==> config.mk <==
export PLATFORM = sky130hd
export DESIGN_NAME = program_loader
export DESIGN_NICKNAME = d
export VERILOG_FILES = /design/src/rtl/loader_pkg.sv /design/src/rtl/loader_timeout.sv /design/src/rtl/program_loader.sv
export SDC_FILE = /design/constraint.sdc
export NUM_CORES = 1
export LEC_CHECK = 0
export CAP_MARGIN = 25
export CORE_ASPECT_RATIO = 0.75
export CORE_UTILIZATION = 44
export CTS_CLUSTER_DIAMETER = 50
export DETAILED_ROUTE_END_ITERATION = 7
export PLACE_DENSITY = 0.67
export REMOVE_ABC_BUFFERS = 1
export SLEW_MARGIN = 0
export SYNTH_ARGS = -nofsm -noshare
export SYNTH_HDL_FRONTEND = slang
export SYNTH_SLANG_ARGS = --single-unit
==> constraint.sdc <==
create_clock -name clk -period 2.1 [get_ports clk]
set_input_delay 0.42 -clock clk [delete_from_list [all_inputs] [get_ports clk]]
set_output_delay 0.42 -clock clk [all_outputs]
set_load 0.01 [all_outputs]
==> src/rtl/loader_pkg.sv <==
// Shared types and constants for the program loader.
package loader_pkg;

   // Loader FSM states.
   typedef enum logic [2:0] {
      IDLE  = 3'd0,
      LEN   = 3'd1,
      DATA  = 3'd2,
      CHECK = 3'd3,
      DONE  = 3'd4,
      ERROR = 3'd5
   } state_e;

   // Failure reasons reported on err_code.
   localparam logic [1:0] ERR_NONE     = 2'b00;
   localparam logic [1:0] ERR_ZERO_LEN = 2'b01;
   localparam logic [1:0] ERR_CHECKSUM = 2'b10;
   localparam logic [1:0] ERR_TIMEOUT  = 2'b11;

endpackage

==> src/rtl/loader_timeout.sv <==
// Idle-cycle watchdog: counts enabled cycles without a clear and pulses
// expired_c combinationally on the cycle the count would reach TIMEOUT.
module loader_timeout #(
   parameter int unsigned TIMEOUT = 1000
) (
   input  logic clk,
   input  logic rst,
   input  logic enable,
   input  logic clear,
   output logic expired_c
);

   localparam int unsigned CNT_W = (TIMEOUT < 2) ? 1 : $clog2(TIMEOUT + 1);
   localparam logic [CNT_W-1:0] LAST = CNT_W'(TIMEOUT - 1);

   logic [CNT_W-1:0] cnt_q;
   logic [CNT_W-1:0] cnt_d;

   // Next count; a clear (byte transfer) in the final cycle wins over expiry.
   always_comb begin
      cnt_d     = cnt_q;
      expired_c = 1'b0;
      if (!enable || clear) begin
         cnt_d = '0;
      end else if (cnt_q == LAST) begin
         expired_c = 1'b1;
         cnt_d     = '0;
      end else begin
         cnt_d = cnt_q + CNT_W'(1);
      end
   end

   // Counter register.
   always_ff @(posedge clk or posedge rst) begin
      if (rst) cnt_q <= '0;
      else     cnt_q <= cnt_d;
   end

endmodule

==> src/rtl/program_loader.sv <==
// Framed byte-stream loader: receives length, payload and checksum, writes
// the payload into RAM and releases the core from reset on a good frame.
module program_loader
   import loader_pkg::*;
#(
   parameter int unsigned ADDR_W    = 8,
   parameter int unsigned DATA_W    = 8,
   parameter int unsigned BASE_ADDR = 0,
   parameter int unsigned TIMEOUT   = 1000
) (
   input  logic              clk,
   input  logic              rst,
   input  logic              start,
   input  logic [DATA_W-1:0] in_data,
   input  logic              in_valid,
   output logic              in_ready,
   output logic              write_en,
   output logic [ADDR_W-1:0] write_adress,
   output logic [DATA_W-1:0] data_in,
   output logic              cpu_rst,
   output logic              busy,
   output logic              done,
   output logic              error,
   output logic [1:0]        err_code
);

   state_e            state_q, state_d;
   logic [ADDR_W-1:0] addr_q, addr_d;
   logic [DATA_W-1:0] sum_q, sum_d;
   logic [DATA_W-1:0] rem_q, rem_d;
   logic              wr_en_q, wr_en_d;
   logic [ADDR_W-1:0] wr_addr_q, wr_addr_d;
   logic [DATA_W-1:0] wr_data_q, wr_data_d;
   logic              cpu_rst_q, cpu_rst_d;
   logic              in_ready_q, in_ready_d;
   logic              busy_q, busy_d;
   logic              done_q, done_d;
   logic              error_q, error_d;
   logic [1:0]        err_code_q, err_code_d;

   logic              xfer;
   logic              tmo_enable;
   logic              tmo_expired_c;
   logic [DATA_W-1:0] chk_sum;

   // A byte moves only when the registered ready is high.
   assign xfer       = in_valid && in_ready_q;
   assign tmo_enable = (state_q == LEN) || (state_q == DATA) || (state_q == CHECK);
   assign chk_sum    = sum_q + in_data;

   loader_timeout #(
      .TIMEOUT (TIMEOUT)
   ) u_timeout (
      .clk       (clk),
      .rst       (rst),
      .enable    (tmo_enable),
      .clear     (xfer),
      .expired_c (tmo_expired_c)
   );

   // Next-state, datapath and registered-output logic.
   always_comb begin
      state_d    = state_q;
      addr_d     = addr_q;
      sum_d      = sum_q;
      rem_d      = rem_q;
      wr_en_d    = 1'b0;
      wr_addr_d  = wr_addr_q;
      wr_data_d  = wr_data_q;
      err_code_d = err_code_q;

      unique case (state_q)
         IDLE, DONE, ERROR: begin
            if (start) begin
               state_d    = LEN;
               sum_d      = '0;
               addr_d     = ADDR_W'(BASE_ADDR);
               err_code_d = ERR_NONE;
            end
         end
         LEN: begin
            if (xfer) begin
               if (in_data == '0) begin
                  state_d    = ERROR;
                  err_code_d = ERR_ZERO_LEN;
               end else begin
                  rem_d   = in_data;
                  state_d = DATA;
               end
            end else if (tmo_expired_c) begin
               state_d    = ERROR;
               err_code_d = ERR_TIMEOUT;
            end
         end
         DATA: begin
            if (xfer) begin
               wr_en_d   = 1'b1;
               wr_addr_d = addr_q;
               wr_data_d = in_data;
               addr_d    = addr_q + ADDR_W'(1);
               sum_d     = chk_sum;
               rem_d     = rem_q - DATA_W'(1);
               if (rem_q == DATA_W'(1)) state_d = CHECK;
            end else if (tmo_expired_c) begin
               state_d    = ERROR;
               err_code_d = ERR_TIMEOUT;
            end
         end
         CHECK: begin
            if (xfer) begin
               if (chk_sum == '0) begin
                  state_d = DONE;
               end else begin
                  state_d    = ERROR;
                  err_code_d = ERR_CHECKSUM;
               end
            end else if (tmo_expired_c) begin
               state_d    = ERROR;
               err_code_d = ERR_TIMEOUT;
            end
         end
         default: begin
            state_d = IDLE;
         end
      endcase

      // Status flags follow the state being entered so they line up with it.
      in_ready_d = (state_d == LEN) || (state_d == DATA) || (state_d == CHECK);
      busy_d     = in_ready_d;
      done_d     = (state_d == DONE);
      error_d    = (state_d == ERROR);
      cpu_rst_d  = (state_d != DONE);
   end

   // State and output registers.
   always_ff @(posedge clk or posedge rst) begin
      if (rst) begin
         state_q    <= IDLE;
         addr_q     <= '0;
         sum_q      <= '0;
         rem_q      <= '0;
         wr_en_q    <= 1'b0;
         wr_addr_q  <= '0;
         wr_data_q  <= '0;
         cpu_rst_q  <= 1'b1;
         in_ready_q <= 1'b0;
         busy_q     <= 1'b0;
         done_q     <= 1'b0;
         error_q    <= 1'b0;
         err_code_q <= ERR_NONE;
      end else begin
         state_q    <= state_d;
         addr_q     <= addr_d;
         sum_q      <= sum_d;
         rem_q      <= rem_d;
         wr_en_q    <= wr_en_d;
         wr_addr_q  <= wr_addr_d;
         wr_data_q  <= wr_data_d;
         cpu_rst_q  <= cpu_rst_d;
         in_ready_q <= in_ready_d;
         busy_q     <= busy_d;
         done_q     <= done_d;
         error_q    <= error_d;
         err_code_q <= err_code_d;
      end
   end

   assign in_ready     = in_ready_q;
   assign write_en     = wr_en_q;
   assign write_adress = wr_addr_q;
   assign data_in      = wr_data_q;
   assign cpu_rst      = cpu_rst_q;
   assign busy         = busy_q;
   assign done         = done_q;
   assign error        = error_q;
   assign err_code     = err_code_q;

endmodule

==> flow_metrics.tcl <==
set metrics [dict create \
    wl_met1_microns 3770 \
    post-route-drc-count 0 \
    antenna_cells 0 \
    syn_area_per_cell_sq_um 9.08 \
    worstPathMaxFanout 4 \
    drt_iter0_drc 110 \
    critPathTopFamily "compound AO/OA/AOI/OAI gates" \
    clock_latency_ns 0.35 \
    min_period_ns 2.49 \
    place.gp.congestion 0.884 \
    rsz0062_at_grt "true" \
    rrSetupSlack_ns -0.39 \
    path_class "reg -> reg" \
    clockRootBuffer "clkbuf_8" \
    fin_nets 449 \
    r2r-start "sum_q[0]$_DFFE_PP0P_" \
    topRoutingLayerUsed "met4" \
    fillCellCount 586 \
    yosysWarnings 0 \
    finalHoldViolations 0 \
    synth_edf_count 0 \
    violations "setup timing" \
    route.met2.wl_microns 3390 \
    end_kind "flop" \
    crit_slowest_cell "fa_2" \
    cp_num_buf_inv 0 \
    grt_max_degree 25 \
    p_total_uw 5410 \
    start_util 0.460 \
    dp_slack_ns -0.964 \
    routedWlPerCell_microns 14.6 \
    final_common_cell "nand2_1" \
    cts-hold-fix-buffers 0 \
    coreArea_sq_mm 0.00690 \
    worst_pin_slew_ns 0.605 \
    met3_length_microns 418 \
    slew_headroom 0.594 \
    path_cells "ha_2 > fa_2 > a211oi_4 > o21bai_2 > a2111oi_4 > nand4_1 > nor3b_2 > o21a_1" \
    clk_pin_slew_ns 0.07 \
    dieWidth_microns 100 \
    htree_levels 3 \
    fmax_mhz 401 \
    die_h_microns 75.5 \
    rows 26 \
    antenna_found_initial 0 \
    cts_tree "yes" \
    hold_path.class "in -> async" \
    reg2reg_depth 8 \
    dieArea_sq_mm 0.00755 \
    drive_gt1_frac 0.195 \
    numCtsBuffers 9 \
    grt_usage 0.218 \
    p_leak_uw 0.00197 \
    dp_hpwl_microns 5620 \
    ys.flop_type "dfrtp_1" \
    grt_pass1_vias 2530 \
    min_period_over_period 1.19 \
    status "complete, but fails checks" \
    async_reset_ff_frac 1.00 \
    synth_seq_cells 60 \
    drtAntennaViolNets 0 \
    io_pins 36 \
    mappedNetlistArea_sq_mm 0.00317 \
    dr_total_vias 2799 \
    most-common-layout-cells "nand2_1 (77), dfrtp_1 (59), buf_4 (44), clkdlybuf4s50_1 (30), nor2_1 (25)" \
    syn_to_final_growth_pct 34.7 \
    wirelength_microns 7700 \
    setup_tns_ns -2.25 \
    setup_slack_ns -0.394 \
    fin_util 0.619 \
    setup_viol 7 \
    ys_seq_area_frac 0.474 \
    crit_required_ns 2.39 \
    via_per_inst 5.30 \
    drv_slew 0 \
    cts_buffer_depth 2 \
    cp_data_arrival_time_ns 2.78 \
    p_per_area_mw_per_mm2 1270 \
    drtPass1Iterations 4 \
    reg2reg_to "done$_DFF_PP0_" \
    dp_cells 508 \
    ir_drop_mv 0.594 \
    critical_path.startpoint "sum_q[0]$_DFFE_PP0P_" \
    numPortBuffers 35 \
    critical_path.max_stage_delay_ns 0.40 \
    grt_pass1_wl_microns 12400 \
    fin_cells 528 \
    synth_cell_types 55 \
    fin_skew_ns 0.00669 \
    synthCells 349 \
    cap_violations 0 \
    gr-total-overflow 0 \
    clock_sinks 60 \
    crit_path_start_kind "flop" \
]
what timing repair did:
item,in CTS,in global routing
pin swaps,11,7
gates cloned,0,0
endpoints found under the setup margin,10,13
setup buffers,3,1
resized for setup,12,6
cells by family (layout without fill, tap and decap cells):
family | count (synthesis) | count (layout) | share of synthesized area
AO/OA/AOI/OAI | 76 | 76 | 0.167
AND/OR/NAND/NOR | 163 | 163 | 0.238
adder cells (fa/ha/maj) | 12 | 12 | 0.0497
XOR/XNOR | 14 | 14 | 0.0387
flip-flops | 60 | 60 | 0.474
buffers and inverters | 23 | 104 | 0.0300
multiplexers | 1 | 1 | 0.00316
worst max path at each step:
stage	end	slack, ns	depth (start not counted)
4_1_cts	done$_DFF_PP0_	-0.36	8
3_3_place_gp	error$_DFF_PP0_	-0.87	9
6_report	done$_DFF_PP0_	-0.39	8
3_5_place_dp	error$_DFF_PP0_	-0.96	9
5_1_grt	done$_DFF_PP0_	-0.50	8
2_1_floorplan	addr_q[2]$_DFFE_PP0P_	-0.37	5
where the power goes:
part           internal (uW)  leakage [uW]  total [uW]  switching [uW]
Sequential              1470      0.000798        1750             273
Clock                    796      0.000120        1300             506
Combinational           1150       0.00105        2360            1210
cells in the mapped netlist, drive strengths merged (4+ instances only):
master / count / area, sq um
o21bai: 4 / 33.8
nand2: 77 / 289
o21ai: 24 / 120
nor4: 6 / 37.5
clkbuf: 10 / 37.5
dfrtp: 59 / 1480
nand3: 18 / 90.1
a21oi: 17 / 85.1
nor2: 25 / 93.8
xor2: 7 / 61.3
nor3: 8 / 40.0
and2: 5 / 31.3
inv: 7 / 26.3
xnor2: 7 / 61.3
nand4: 5 / 31.3
ha: 11 / 138
buf: 6 / 31.3
routing by layer:
layer	track usage	vias up
met3	0.0642	10
met5	0	-
met2	0.316	79
met1	0.310	1324
li1	-	1386
met4	0.0853	0
flip-flops by register name, indices dropped and copies added, names as in the netlist:
signal,cells
error,1
cpu_rst,1
addr_q,8
data_in,8
write_en,1
rem_q,8
busy,1
write_adress,8
sum_q,8
done,1
err_code,2
state_q,3
u_timeout.cnt_q,10
metrics by stage:
step,instance area [sq um],hold WS (ns)
after floorplan,3100,0.448
after global routing,4270,0.443
after detailed placement,3910,0.461
after global placement,3910,0.459
after CTS,4230,0.413
final,4270,0.410
cell type report:
cell class	instances	area, sq um	area share
clock inverter	7	124	0.0290
inverter	7	26.3	0.00615
sequential	60	1500	0.352
timing repair buffer	81	722	0.169
multi-input combinational	266	1650	0.386
clock buffer	9	124	0.0290
tap	98	123	0.0287
No activity file was read; power rests on OpenSTA's default activity.
